### src/rtl/multdiv_pkg.sv
// Shared definitions for the mult/div datapath.
//   DEFAULT_WIDTH : operand width shared by the multiplier and the divider
//   DEFAULT_CNT_W : iteration counter width used by the divider
//   state_t       : divider FSM encoding (IDLE/CALC/FIX/DONE)
package multdiv_pkg;

    localparam int DEFAULT_WIDTH = 32;
    localparam int DEFAULT_CNT_W = 6;

    typedef enum logic [1:0] {
        IDLE = 2'd0,
        CALC = 2'd1,
        FIX  = 2'd2,
        DONE = 2'd3
    } state_t;

endpackage

### src/rtl/seq_divider_32_if.sv
// Request/response bundle for the sequential divider.
//
// Handshake semantics (both directions): a transfer happens on a rising
// clock edge where valid and ready are both high. A source holds valid and
// its payload stable until that edge; a sink may raise or lower ready freely.
//
//   request  : in_valid, in_ready, in_signed, dividend, divisor
//   response : out_valid, out_ready, quotient, remainder, div_by_zero
//
// Modports:
//   master : the requester/consumer (drives the request, accepts the response)
//   slave  : the divider
interface seq_divider_32_if
    import multdiv_pkg::*;
#(
    parameter int WIDTH = DEFAULT_WIDTH
) ();

    logic             in_valid;
    logic             in_ready;
    logic             in_signed;
    logic [WIDTH-1:0] dividend;
    logic [WIDTH-1:0] divisor;
    logic             out_valid;
    logic             out_ready;
    logic [WIDTH-1:0] quotient;
    logic [WIDTH-1:0] remainder;
    logic             div_by_zero;

    modport master (
        output in_valid, in_signed, dividend, divisor, out_ready,
        input  in_ready, out_valid, quotient, remainder, div_by_zero
    );

    modport slave (
        input  in_valid, in_signed, dividend, divisor, out_ready,
        output in_ready, out_valid, quotient, remainder, div_by_zero
    );

endinterface

### src/rtl/twos_negate.sv
// Conditional two's-complement negator.
//   in     : WIDTH-bit value
//   neg_en : 1 = output -in, 0 = output in unchanged
//   out    : result (wraps, so -(2^(WIDTH-1)) maps to itself)
module twos_negate
    import multdiv_pkg::*;
#(
    parameter int WIDTH = DEFAULT_WIDTH
) (
    input  logic [WIDTH-1:0] in,
    input  logic             neg_en,
    output logic [WIDTH-1:0] out
);

    assign out = neg_en ? (~in + WIDTH'(1)) : in;

endmodule

### src/rtl/seq_divider_32.sv
// Iterative radix-2 restoring divider, one quotient bit per clock.
//   clk, rst_n : clock (rising edge) and asynchronous active-low reset
//   bus        : slave side of seq_divider_32_if (request and response ports)
//   dbg_state  : current FSM state, for observation only
//
// Signed mode works on magnitudes and fixes the signs afterwards: the
// quotient truncates toward zero and the remainder takes the dividend's sign.
// A zero divisor short-circuits straight to DONE with quotient = all ones and
// remainder = dividend. Parameters: WIDTH >= 2, 2**CNT_W > WIDTH.
module seq_divider_32
    import multdiv_pkg::*;
#(
    parameter int WIDTH = DEFAULT_WIDTH,
    parameter int CNT_W = DEFAULT_CNT_W
) (
    input  logic              clk,
    input  logic              rst_n,
    seq_divider_32_if.slave   bus,
    output logic [1:0]        dbg_state
);

    state_t state, state_nx;

    logic [CNT_W-1:0] cnt;
    logic [WIDTH-1:0] a_reg;       // dividend magnitude, becomes the quotient
    logic [WIDTH-1:0] b_reg;       // divisor magnitude
    logic [WIDTH:0]   p_reg;       // partial remainder
    logic             q_neg;
    logic             r_neg;
    logic [WIDTH-1:0] quotient_r;
    logic [WIDTH-1:0] remainder_r;
    logic             dbz_r;

    logic             accept;
    logic             divisor_zero;
    logic             last_iter;
    logic [WIDTH-1:0] dividend_mag;
    logic [WIDTH-1:0] divisor_mag;
    logic [WIDTH-1:0] quotient_fix;
    logic [WIDTH-1:0] remainder_fix;
    logic [WIDTH+1:0] trial;
    logic             trial_ge;
    logic [WIDTH:0]   p_next;
    logic [WIDTH-1:0] a_next;

    assign accept       = bus.in_valid & (state == IDLE);
    assign divisor_zero = (bus.divisor == '0);
    assign last_iter    = (cnt == CNT_W'(WIDTH - 1));

    // Operand conditioning: magnitudes of the signed operands.
    twos_negate #(.WIDTH(WIDTH)) u_neg_dividend (
        .in     (bus.dividend),
        .neg_en (bus.in_signed & bus.dividend[WIDTH-1]),
        .out    (dividend_mag)
    );

    twos_negate #(.WIDTH(WIDTH)) u_neg_divisor (
        .in     (bus.divisor),
        .neg_en (bus.in_signed & bus.divisor[WIDTH-1]),
        .out    (divisor_mag)
    );

    // Result fix-up: restore the signs of quotient and remainder.
    twos_negate #(.WIDTH(WIDTH)) u_neg_quotient (
        .in     (a_reg),
        .neg_en (q_neg),
        .out    (quotient_fix)
    );

    twos_negate #(.WIDTH(WIDTH)) u_neg_remainder (
        .in     (p_reg[WIDTH-1:0]),
        .neg_en (r_neg),
        .out    (remainder_fix)
    );

    // One restoring step. {P, A} shifted left is formed inline; the extra top
    // bit of the trial difference is the borrow, so trial_ge means T >= 0.
    always_comb begin
        trial    = {p_reg, a_reg[WIDTH-1]} - {2'b00, b_reg};
        trial_ge = ~trial[WIDTH+1];
        p_next   = trial_ge ? trial[WIDTH:0] : {p_reg[WIDTH-1:0], a_reg[WIDTH-1]};
        a_next   = {a_reg[WIDTH-2:0], trial_ge};
    end

    // FSM state register.
    always_ff @(posedge clk or negedge rst_n) begin
        if (!rst_n) begin
            state <= IDLE;
        end else begin
            state <= state_nx;
        end
    end

    // FSM next state.
    always_comb begin
        state_nx = state;
        case (state)
            IDLE: begin
                if (accept) begin
                    state_nx = divisor_zero ? DONE : CALC;
                end
            end
            CALC: begin
                if (last_iter) begin
                    state_nx = FIX;
                end
            end
            FIX: begin
                state_nx = DONE;
            end
            DONE: begin
                if (bus.out_ready) begin
                    state_nx = IDLE;
                end
            end
            default: begin
                state_nx = IDLE;
            end
        endcase
    end

    // Datapath registers.
    always_ff @(posedge clk or negedge rst_n) begin
        if (!rst_n) begin
            cnt         <= '0;
            a_reg       <= '0;
            b_reg       <= '0;
            p_reg       <= '0;
            q_neg       <= 1'b0;
            r_neg       <= 1'b0;
            quotient_r  <= '0;
            remainder_r <= '0;
            dbz_r       <= 1'b0;
        end else begin
            case (state)
                IDLE: begin
                    if (accept) begin
                        if (divisor_zero) begin
                            quotient_r  <= '1;
                            remainder_r <= bus.dividend;
                            dbz_r       <= 1'b1;
                        end else begin
                            a_reg <= dividend_mag;
                            b_reg <= divisor_mag;
                            p_reg <= '0;
                            cnt   <= '0;
                            q_neg <= bus.in_signed & (bus.dividend[WIDTH-1] ^ bus.divisor[WIDTH-1]);
                            r_neg <= bus.in_signed & bus.dividend[WIDTH-1];
                        end
                    end
                end
                CALC: begin
                    p_reg <= p_next;
                    a_reg <= a_next;
                    cnt   <= cnt + CNT_W'(1);
                end
                FIX: begin
                    quotient_r  <= quotient_fix;
                    remainder_r <= remainder_fix;
                    dbz_r       <= 1'b0;
                end
                default: begin
                    // DONE: results held until and after the handshake.
                end
            endcase
        end
    end

    assign bus.in_ready    = (state == IDLE);
    assign bus.out_valid   = (state == DONE);
    assign bus.quotient    = quotient_r;
    assign bus.remainder   = remainder_r;
    assign bus.div_by_zero = dbz_r;
    assign dbg_state       = state;

endmodule

### src/flat_wrapper.sv
// flat-port wrapper written by rule: the top's interface ports become plain ports
module seq_divider_32_flat import multdiv_pkg::*;
#(
    parameter int WIDTH = DEFAULT_WIDTH,
    parameter int CNT_W = DEFAULT_CNT_W
)
  (clk, rst_n, dbg_state, bus_in_valid, bus_in_signed, bus_dividend, bus_divisor, bus_out_ready, bus_in_ready, bus_out_valid, bus_quotient, bus_remainder, bus_div_by_zero);
  seq_divider_32_if #(.WIDTH(WIDTH)) bus_i ();
  input  logic clk;
  input  logic rst_n;
  output logic [1:0] dbg_state;
  input wire logic [$bits(bus_i.in_valid)-1:0] bus_in_valid;
  input wire logic [$bits(bus_i.in_signed)-1:0] bus_in_signed;
  input wire logic [$bits(bus_i.dividend)-1:0] bus_dividend;
  input wire logic [$bits(bus_i.divisor)-1:0] bus_divisor;
  input wire logic [$bits(bus_i.out_ready)-1:0] bus_out_ready;
  output wire logic [$bits(bus_i.in_ready)-1:0] bus_in_ready;
  output wire logic [$bits(bus_i.out_valid)-1:0] bus_out_valid;
  output wire logic [$bits(bus_i.quotient)-1:0] bus_quotient;
  output wire logic [$bits(bus_i.remainder)-1:0] bus_remainder;
  output wire logic [$bits(bus_i.div_by_zero)-1:0] bus_div_by_zero;
  assign bus_i.in_valid = bus_in_valid;
  assign bus_i.in_signed = bus_in_signed;
  assign bus_i.dividend = bus_dividend;
  assign bus_i.divisor = bus_divisor;
  assign bus_i.out_ready = bus_out_ready;
  assign bus_in_ready = bus_i.in_ready;
  assign bus_out_valid = bus_i.out_valid;
  assign bus_quotient = bus_i.quotient;
  assign bus_remainder = bus_i.remainder;
  assign bus_div_by_zero = bus_i.div_by_zero;
  seq_divider_32 #(.WIDTH(WIDTH), .CNT_W(CNT_W)) u_core (.clk(clk), .rst_n(rst_n), .bus(bus_i), .dbg_state(dbg_state));
endmodule
### config.mk
export PLATFORM = sky130hd
export DESIGN_NAME = seq_divider_32_flat
export DESIGN_NICKNAME = d
export VERILOG_FILES = /design/src/rtl/multdiv_pkg.sv /design/src/rtl/seq_divider_32_if.sv /design/src/rtl/twos_negate.sv /design/src/rtl/seq_divider_32.sv /design/src/flat_wrapper.sv
export SDC_FILE = /design/constraint.sdc
export NUM_CORES = 1
export LEC_CHECK = 0
export CAP_MARGIN = 15
export CORE_MARGIN = 1
export CORE_UTILIZATION = 35
export CTS_CLUSTER_DIAMETER = 80
export DETAILED_ROUTE_END_ITERATION = 7
export PLACE_DENSITY = 0.56
export SLEW_MARGIN = 10
export SYNTH_ARGS = -nofsm -noshare
export SYNTH_HDL_FRONTEND = slang
export SYNTH_SLANG_ARGS = --single-unit
### constraint.sdc
create_clock -name clk -period 3.52 [get_ports clk]
set_clock_uncertainty 0.15 [all_clocks]
set_input_delay 0.528 -clock clk [delete_from_list [all_inputs] [get_ports clk]]
set_output_delay 0.528 -clock clk [all_outputs]
set_load 0.01 [all_outputs]
==> reports/summary.txt, run 1 <==
Sw Share = 44.4%
GRT Util Overall = 19.9%
Mapped Cells = 1365
Worst-Skew Late Latency = 0.43 ns
HP Start = u_core.b_reg[17]
Final Setup Violations = 0
RePlAce Congestion = 0.891
Pint = 7.95 mW
Longest Clk Path Bufs = 2
synth unique cells = 65
CTS tree = yes
worst slew pin tran = 0.972 ns
placed wire-length estimate = 25.5 mm
Storage cell area = 4300 sq um
Max Slew Vio Count = 0
Post-synth EDFFs = 0
Final min period = 3.49 ns
H-tree depth = 4
Final Util = 47.0%
Async SR Flop Fraction = 100%
synth-to-layout area growth = 31.1%
dpl cells = 1999
power share of the sequential group = 24.7%
power density cells = 954 nW/um^2
1st-iter DRT viols = 710
Worst Hold Depth = 2
Mapped Area = 11400 sq um
Mapped Nets = 1476
first-pass GRT wire length = 53.1 mm
Post-Route WL = 32.9 mm
DR pass1 iterations = 5
Seq cells post-synth = 172
Final Hold Vio Count = 0
Via density = 5.14
Psw = 6.36 mW
path depth of the worst reg2reg path = 11
largest net degree at the start of global routing = 65
Total Die Area = 33400 sq um
class of the worst hold path = reg2reg
clock buffer count from CTS = 17
Slew headroom = 35.2%
routed wire length per instance = 16.2 microns
leading cell types in the layout, fill and taps excluded = dfrtp_1 (172), nand2_1 (151), o21ai_0 (148), clkdlybuf4s50_1 (136), buf_4 (135)
reg2reg end = u_core.bus.remainder[30]
Clk pwr share = 13.1%
Non-Filler Instances = 2036
max reg flops = 33
most common cell after layout, fill and taps aside = dfrtp_1
arrival time worst endpoint = 3.70 ns
crit end category = flip-flop
critical path class = reg2reg
# rows = 65
multi-input combinational cell area = 6750 sq um
GRT overflow = 0
Clock Tree Root = clkbuf_16
Power Total = 14.3 mW
Pleak = 6.39 nW
ys flop type = dfrtp_1
post-synthesis sequential area ratio = 37.6%
post-route clock period utilization = 99.0%
r2r setup slk = 0.03 ns
I/O Buffers = 137
Core ar. = 31900 sq um
final-layout fill cell count = 3159
RSZ-0062 raised after global routing = yes
Synth warnings = 0
DRT antenna net count = 0
proportion of layout cells with a drive suffix above 1 = 13.7%
Max-Cap Viols = 0
DRC Markers = 0
Worst EP required = 3.73 ns
clk slew on worst S/H paths = 0.07 ns
status = completed
nets@finish = 1699
Initial Util = 35.9%
Combinational Power Share = 62.2%
ant diodes = 0
Max Fanout on Critical Path = 2
Synth Area per Inst = 8.38 sq um
die outline width = 183 microns
Die Ht = 183 microns
type of origin of the critical path = flip-flop
initial antenna violation count = 0
Max Fclk = 287 MHz
Hold Path End = u_core.b_reg[17]
via count = 10500
Clock Sinks = 172
vias in the first global route = 9918
peak supply drop = 425 uV
setup tns final = 0 ns
r2r startpoint = u_core.p_reg[1]
io pins = 138
## stage by stage
stage,hold slack (ns),area (sq um),setup WS (ns)
detailed placement,0.321,14300,-0.370
floorplan,0.0824,11400,0.0530
CTS,0.337,14900,0.00693
global route,0.358,15000,-0.0730
finish,0.328,15000,0.0350
global placement,0.316,14300,-0.281
## worst max-delay path, cell delays in order, from the launching register on
cell     delay [ns]
dfrtp_1        0.39
inv_2          0.08
ha_4           0.14
or4b_4         0.46
or3_4          0.40
or4_4          0.50
or3_4          0.35
or2_4          0.26
o41ai_4        0.29
xnor2_1        0.18
mux2i_1        0.10
o21ai_1        0.13
## power groups by stage
stage | clock network (mW) | registers, mW | logic [mW]
after floorplan | 0 | 3.51 | 5.34
after global placement | 0 | 3.55 | 8.52
after detailed placement | 0 | 3.56 | 8.66
after CTS | 1.92 | 3.53 | 8.75
after global routing | 2.01 | 3.66 | 9.84
final | 1.88 | 3.53 | 8.90
## synth_stat cells, drive strengths merged (4+ instances only)
cell type  instances  share of area [%]
clkbuf            68                2.2
nand4             11               0.60
nand3b             4               0.26
o22a               6               0.46
nand2            152                5.0
o22ai              9               0.49
inv               52                1.7
a21oi            106                4.7
o21ai            154                6.7
or3               15               0.91
nor4               9               0.55
buf               12               0.43
o21a               5               0.33
nor3              17               0.74
o41ai             19                1.6
o211ai             5               0.33
nand3             16               0.70
nor2b             10               0.55
or2               10               0.57
or4               15                1.0
and2               4               0.22
nor2             128                4.2
o31ai             25                1.6
dfrtp            172                 38
a21o              12               0.79
o221ai             7               0.54
xor2              90                6.9
a211oi             9               0.59
xnor2             62                4.7
a31oi             32                1.8
a22oi             27                1.8
nand2b             6               0.33
o21bai             4               0.26
a32oi              4               0.31
mux2i             16                1.4
ha                41                4.5
## area by class of cell
cell class,instances,share of cell area [%]
multi-input combinational,1060,45.0
inverter,53,1.33
sequential,172,28.7
timing repair buffer,284,17.5
clock inverter,14,0.943
tap,435,3.63
clock buffer,18,2.93
## what timing repair did
action                     CTS  global route
hold endpoints to repair    59             0
cloned                       0             1
hold buffers                 1             0
setup endpoints to repair    2            92
buffers inserted             1             2
resized for setup            1            17
pin swaps                    2             8
## metal layers
metal  vias up  global-route usage (%)  wire length [microns]
li1       5315                       -                      -
met1      4891                    28.6                  16300
met2       236                    32.0                  15100
met3        25                    2.38                   1160
met4         0                    4.61                    403
met5         -                       0                      0
## how the worst max path moves through the flow
stage                    startpoint                  endpoint
finish              u_core.p_reg[1]  u_core.bus.remainder[30]
global placement     bus_divisor[0]          u_core.a_reg[31]
global route        u_core.p_reg[1]  u_core.bus.remainder[26]
CTS                 u_core.p_reg[0]  u_core.bus.remainder[30]
detailed placement   bus_divisor[0]          u_core.a_reg[31]
floorplan           u_core.p_reg[0]  u_core.bus.remainder[30]
## cell families (layout without fill, tap and decap cells)
group	after synthesis	count (layout)	share of synthesized area (%)
DFF	172	172	37.6
buffers and inverters	133	369	4.40
AOI/OAI and AO/OA	443	443	23.9
muxes	17	17	1.50
adders and majority gates	42	42	4.66
xor gates and xnor gates	152	152	11.6
and+or+nand+nor	406	406	16.3
Note: power is estimated with default switching activity, not from simulation.
==> run 2, diff against run 1 <==
- CTS_CLUSTER_SIZE: not set -> 24
==> results of run 2 <==
Final layout, timing and power as in run 1 (identical DEF).
==> run 3, diff against run 2 <==
- CELL_PAD_IN_SITES_DETAIL_PLACEMENT: not set -> 0
- CELL_PAD_IN_SITES_GLOBAL_PLACEMENT: not set -> 1
- PLACE_DENSITY: 0.56 -> 0.71
==> run 3 against run 2 <==
Compared with the run above:
- cell area up 0.48%
- fmax grew 0.73%
- first-iteration DRC count fell by 18%
- critical path depth stayed put
- sequential share of layout area is 0.12 points lower
- register-to-register slack gained 0.03 ns
- worst hold slack worse by 0.0031 ns
- cell count up 0.34%
- utilization up 0.23 points
- combinational power increased by 0.9%
- largest cell class unchanged
- total power is 0.38% higher
- routed wire length rose by 1.7%
==> reports/summary.txt, run 3 (synthesis gave the netlist of run 1 again) <==
Pleak = 6.44 nW (was 6.39 nW)
CP max stage delay = 0.54 ns (was 0.50 ns)
peak supply drop = 459 uV (was 425 uV)
I/O Buffers = 137 (unchanged)
Max Fclk = 289 MHz (was 287 MHz)
proportion of layout cells with a drive suffix above 1 = 14.4% (was 13.7%)
critical path cell sequence = inv_2, ha_4, or4b_4, or3_4, or4_4, or3_4, or2_4, o41ai_4, xnor2_2, mux2i_1, o21ai_1 (was inv_2, ha_4, or4b_4, or3_4, or4_4, or3_4, or2_4, o41ai_4, xnor2_1, mux2i_1, o21ai_1)
clk slew on worst S/H paths = 0.08 ns (was 0.07 ns)
ant diodes = 0 (unchanged)
dpl cells = 2007 (was 1999)
routed wire length per instance = 16.4 microns (was 16.2 microns)
Core ar. = 31900 sq um (unchanged)
synth-to-layout area growth = 31.8% (was 31.1%)
final-layout fill cell count = 3183 (was 3159)
Sw Share = 44.7% (was 44.4%)
Max Fanout on Critical Path = 3 (was 2)
clock buffer count from CTS = 17 (unchanged)
GRT overflow = 0 (unchanged)
crit path max-delay cell type = or4_4 (unchanged)
most common cell after layout, fill and taps aside = dfrtp_1 (unchanged)
DRT antenna net count = 0 (unchanged)
first-pass GRT wire length = 53.8 mm (was 53.1 mm)
Power Total = 14.4 mW (was 14.3 mW)
Initial Util = 35.9% (unchanged)
Post-Route WL = 33.4 mm (was 32.9 mm)
critical path class = reg2reg (unchanged)
Longest Clk Path Bufs = 2 (unchanged)
placed wire-length estimate = 26.3 mm (was 25.5 mm)
Psw = 6.42 mW (was 6.36 mW)
Max Slew Vio Count = 0 (unchanged)
1st-iter DRT viols = 580 (was 710)
Total Die Area = 33400 sq um (unchanged)
# rows = 65 (unchanged)
max reg flops = 33 (unchanged)
GRT Util Overall = 20.2% (was 19.9%)
Max-Cap Viols = 0 (unchanged)
via count = 10400 (was 10500)
Clock Tree Root = clkbuf_16 (unchanged)
Worst-Skew Late Latency = 0.44 ns (was 0.43 ns)
DRC Markers = 0 (unchanged)
worst slew pin tran = 0.978 ns (was 0.972 ns)
power density cells = 953 nW/um^2 (was 954 nW/um^2)
leading cell types in the layout, fill and taps excluded = dfrtp_1 (170), nand2_1 (150), o21ai_0 (148), buf_4 (143), clkdlybuf4s50_1 (136) (was dfrtp_1 (172), nand2_1 (151), o21ai_0 (148), clkdlybuf4s50_1 (136), buf_4 (135))
CTS tree = yes (unchanged)
Final min period = 3.46 ns (was 3.49 ns)
Clock Sinks = 172 (unchanged)
type of origin of the critical path = flip-flop (unchanged)
Non-Filler Instances = 2043 (was 2036)
status = completed (unchanged)
nets@finish = 1707 (was 1699)
crit end category = flip-flop (unchanged)
Worst EP required = 3.74 ns (was 3.73 ns)
power share of the sequential group = 24.5% (was 24.7%)
H-tree depth = 4 (unchanged)
initial antenna violation count = 0 (unchanged)
WP buf/inv = 1 (unchanged)
DR pass1 iterations = 5 (unchanged)
RePlAce Congestion = 0.845 (was 0.891)
Die Ht = 183 microns (unchanged)
Final Util = 47.3% (was 47.0%)
Via density = 5.11 (was 5.14)
arrival time worst endpoint = 3.68 ns (was 3.70 ns)
RSZ-0062 raised after global routing = yes (unchanged)
die outline width = 183 microns (unchanged)
largest net degree at the start of global routing = 67 (was 65)
Clk pwr share = 13.0% (was 13.1%)
Final Hold Vio Count = 0 (unchanged)
Final Setup Violations = 0 (unchanged)
vias in the first global route = 10100 (was 9918)
setup tns final = 0 ns (unchanged)
io pins = 138 (unchanged)
post-route clock period utilization = 98.3% (was 99.0%)
CP dominant cell by count = or3_4 (unchanged)
Crit path max-delay family = simple AND/OR/NAND/NOR gates (unchanged)
Combinational Power Share = 62.5% (was 62.2%)
Pint = 7.95 mW (about the same)
Slew headroom = 34.8% (was 35.2%)
class of the worst hold path = reg2reg (unchanged)
[run 3: changes by cell type in the layout (fill, tap and decap cells not counted), sizes merged]
cell,before,now
buf,146,154
clkbuf,19,18
clkinv,5,6
clkinvlp,1,0
[run 3: path summary, 6_finish.rpt]
path / start / end / slack, ns / cells past startpoint
worst min-delay path: u_core.bus.remainder[20] / u_core.bus.remainder[20] / 0.32 / 2
max in group asynchronous: rst_n / u_core.p_reg[18] / 1.83 / 3
worst min register to register: u_core.bus.remainder[20] / u_core.bus.remainder[20] / 0.32 / 2
worst max-delay path: u_core.p_reg[1] / u_core.bus.remainder[30] / 0.06 / 11
worst max register to register: u_core.p_reg[1] / u_core.bus.remainder[30] / 0.06 / 11
min in group asynchronous: rst_n / u_core.bus.quotient[8] / 0.50 / 2
[run 3: cell type report]
type	count	area [sq um]	share of cell area, %
flip-flops and latches	172	4310	28.6
inverters	53	199	1.32
multi-input cells	1060	6770	44.9
well taps	435	544	3.61
clock inverters	14	143	0.947
clock buffers	17	425	2.82
repair buffers	292	2680	17.8
[run 3: stage by stage]
step                      worst slack, ns  hold WS, ns  instance area (sq um)
after global placement             -0.460        0.307                  14300
after detailed placement           -0.514        0.317                  14300
after global routing              -0.0288        0.355                  15100
final                              0.0603        0.324                  15100
after floorplan                    0.0530       0.0824                  11400
after CTS                         -0.0193        0.333                  14900
[run 3: routing by layer]
layer,global-route usage [%],vias up,part of all wire [%]
met5,0,-,0
met4,4.37,0,0.89
met3,2.50,15,2.9
met2,34.0,186,47
met1,27.8,4893,49
li1,-,5340,-
[run 3: tightest hold or removal path: cells and delay by family, from the launching register on]
kind             cells  cell delay (ns)
AND/OR/NAND/NOR      2             0.09
flip-flops           1             0.35
[run 3: power by group through the flow]
| stage | logic (mW) | registers, mW | clock network (mW) |
|---|---|---|---|
| 2_1_floorplan | 5.34 | 3.51 | 0 |
| 3_3_place_gp | 8.69 | 3.53 | 0 |
| 3_5_place_dp | 8.80 | 3.55 | 0 |
| 4_1_cts | 8.86 | 3.51 | 1.91 |
| 5_1_grt | 9.93 | 3.62 | 1.98 |
| 6_report | 8.98 | 3.52 | 1.86 |
[run 3: repair_timing]
item                       4_1_cts  5_1_grt
setup buffers                    1        2
cloned                           0        1
hold buffers                     1        0
gates resized for setup          2       21
hold endpoints to repair        63        0
pin swaps                        4        4
setup endpoints to repair       41      125
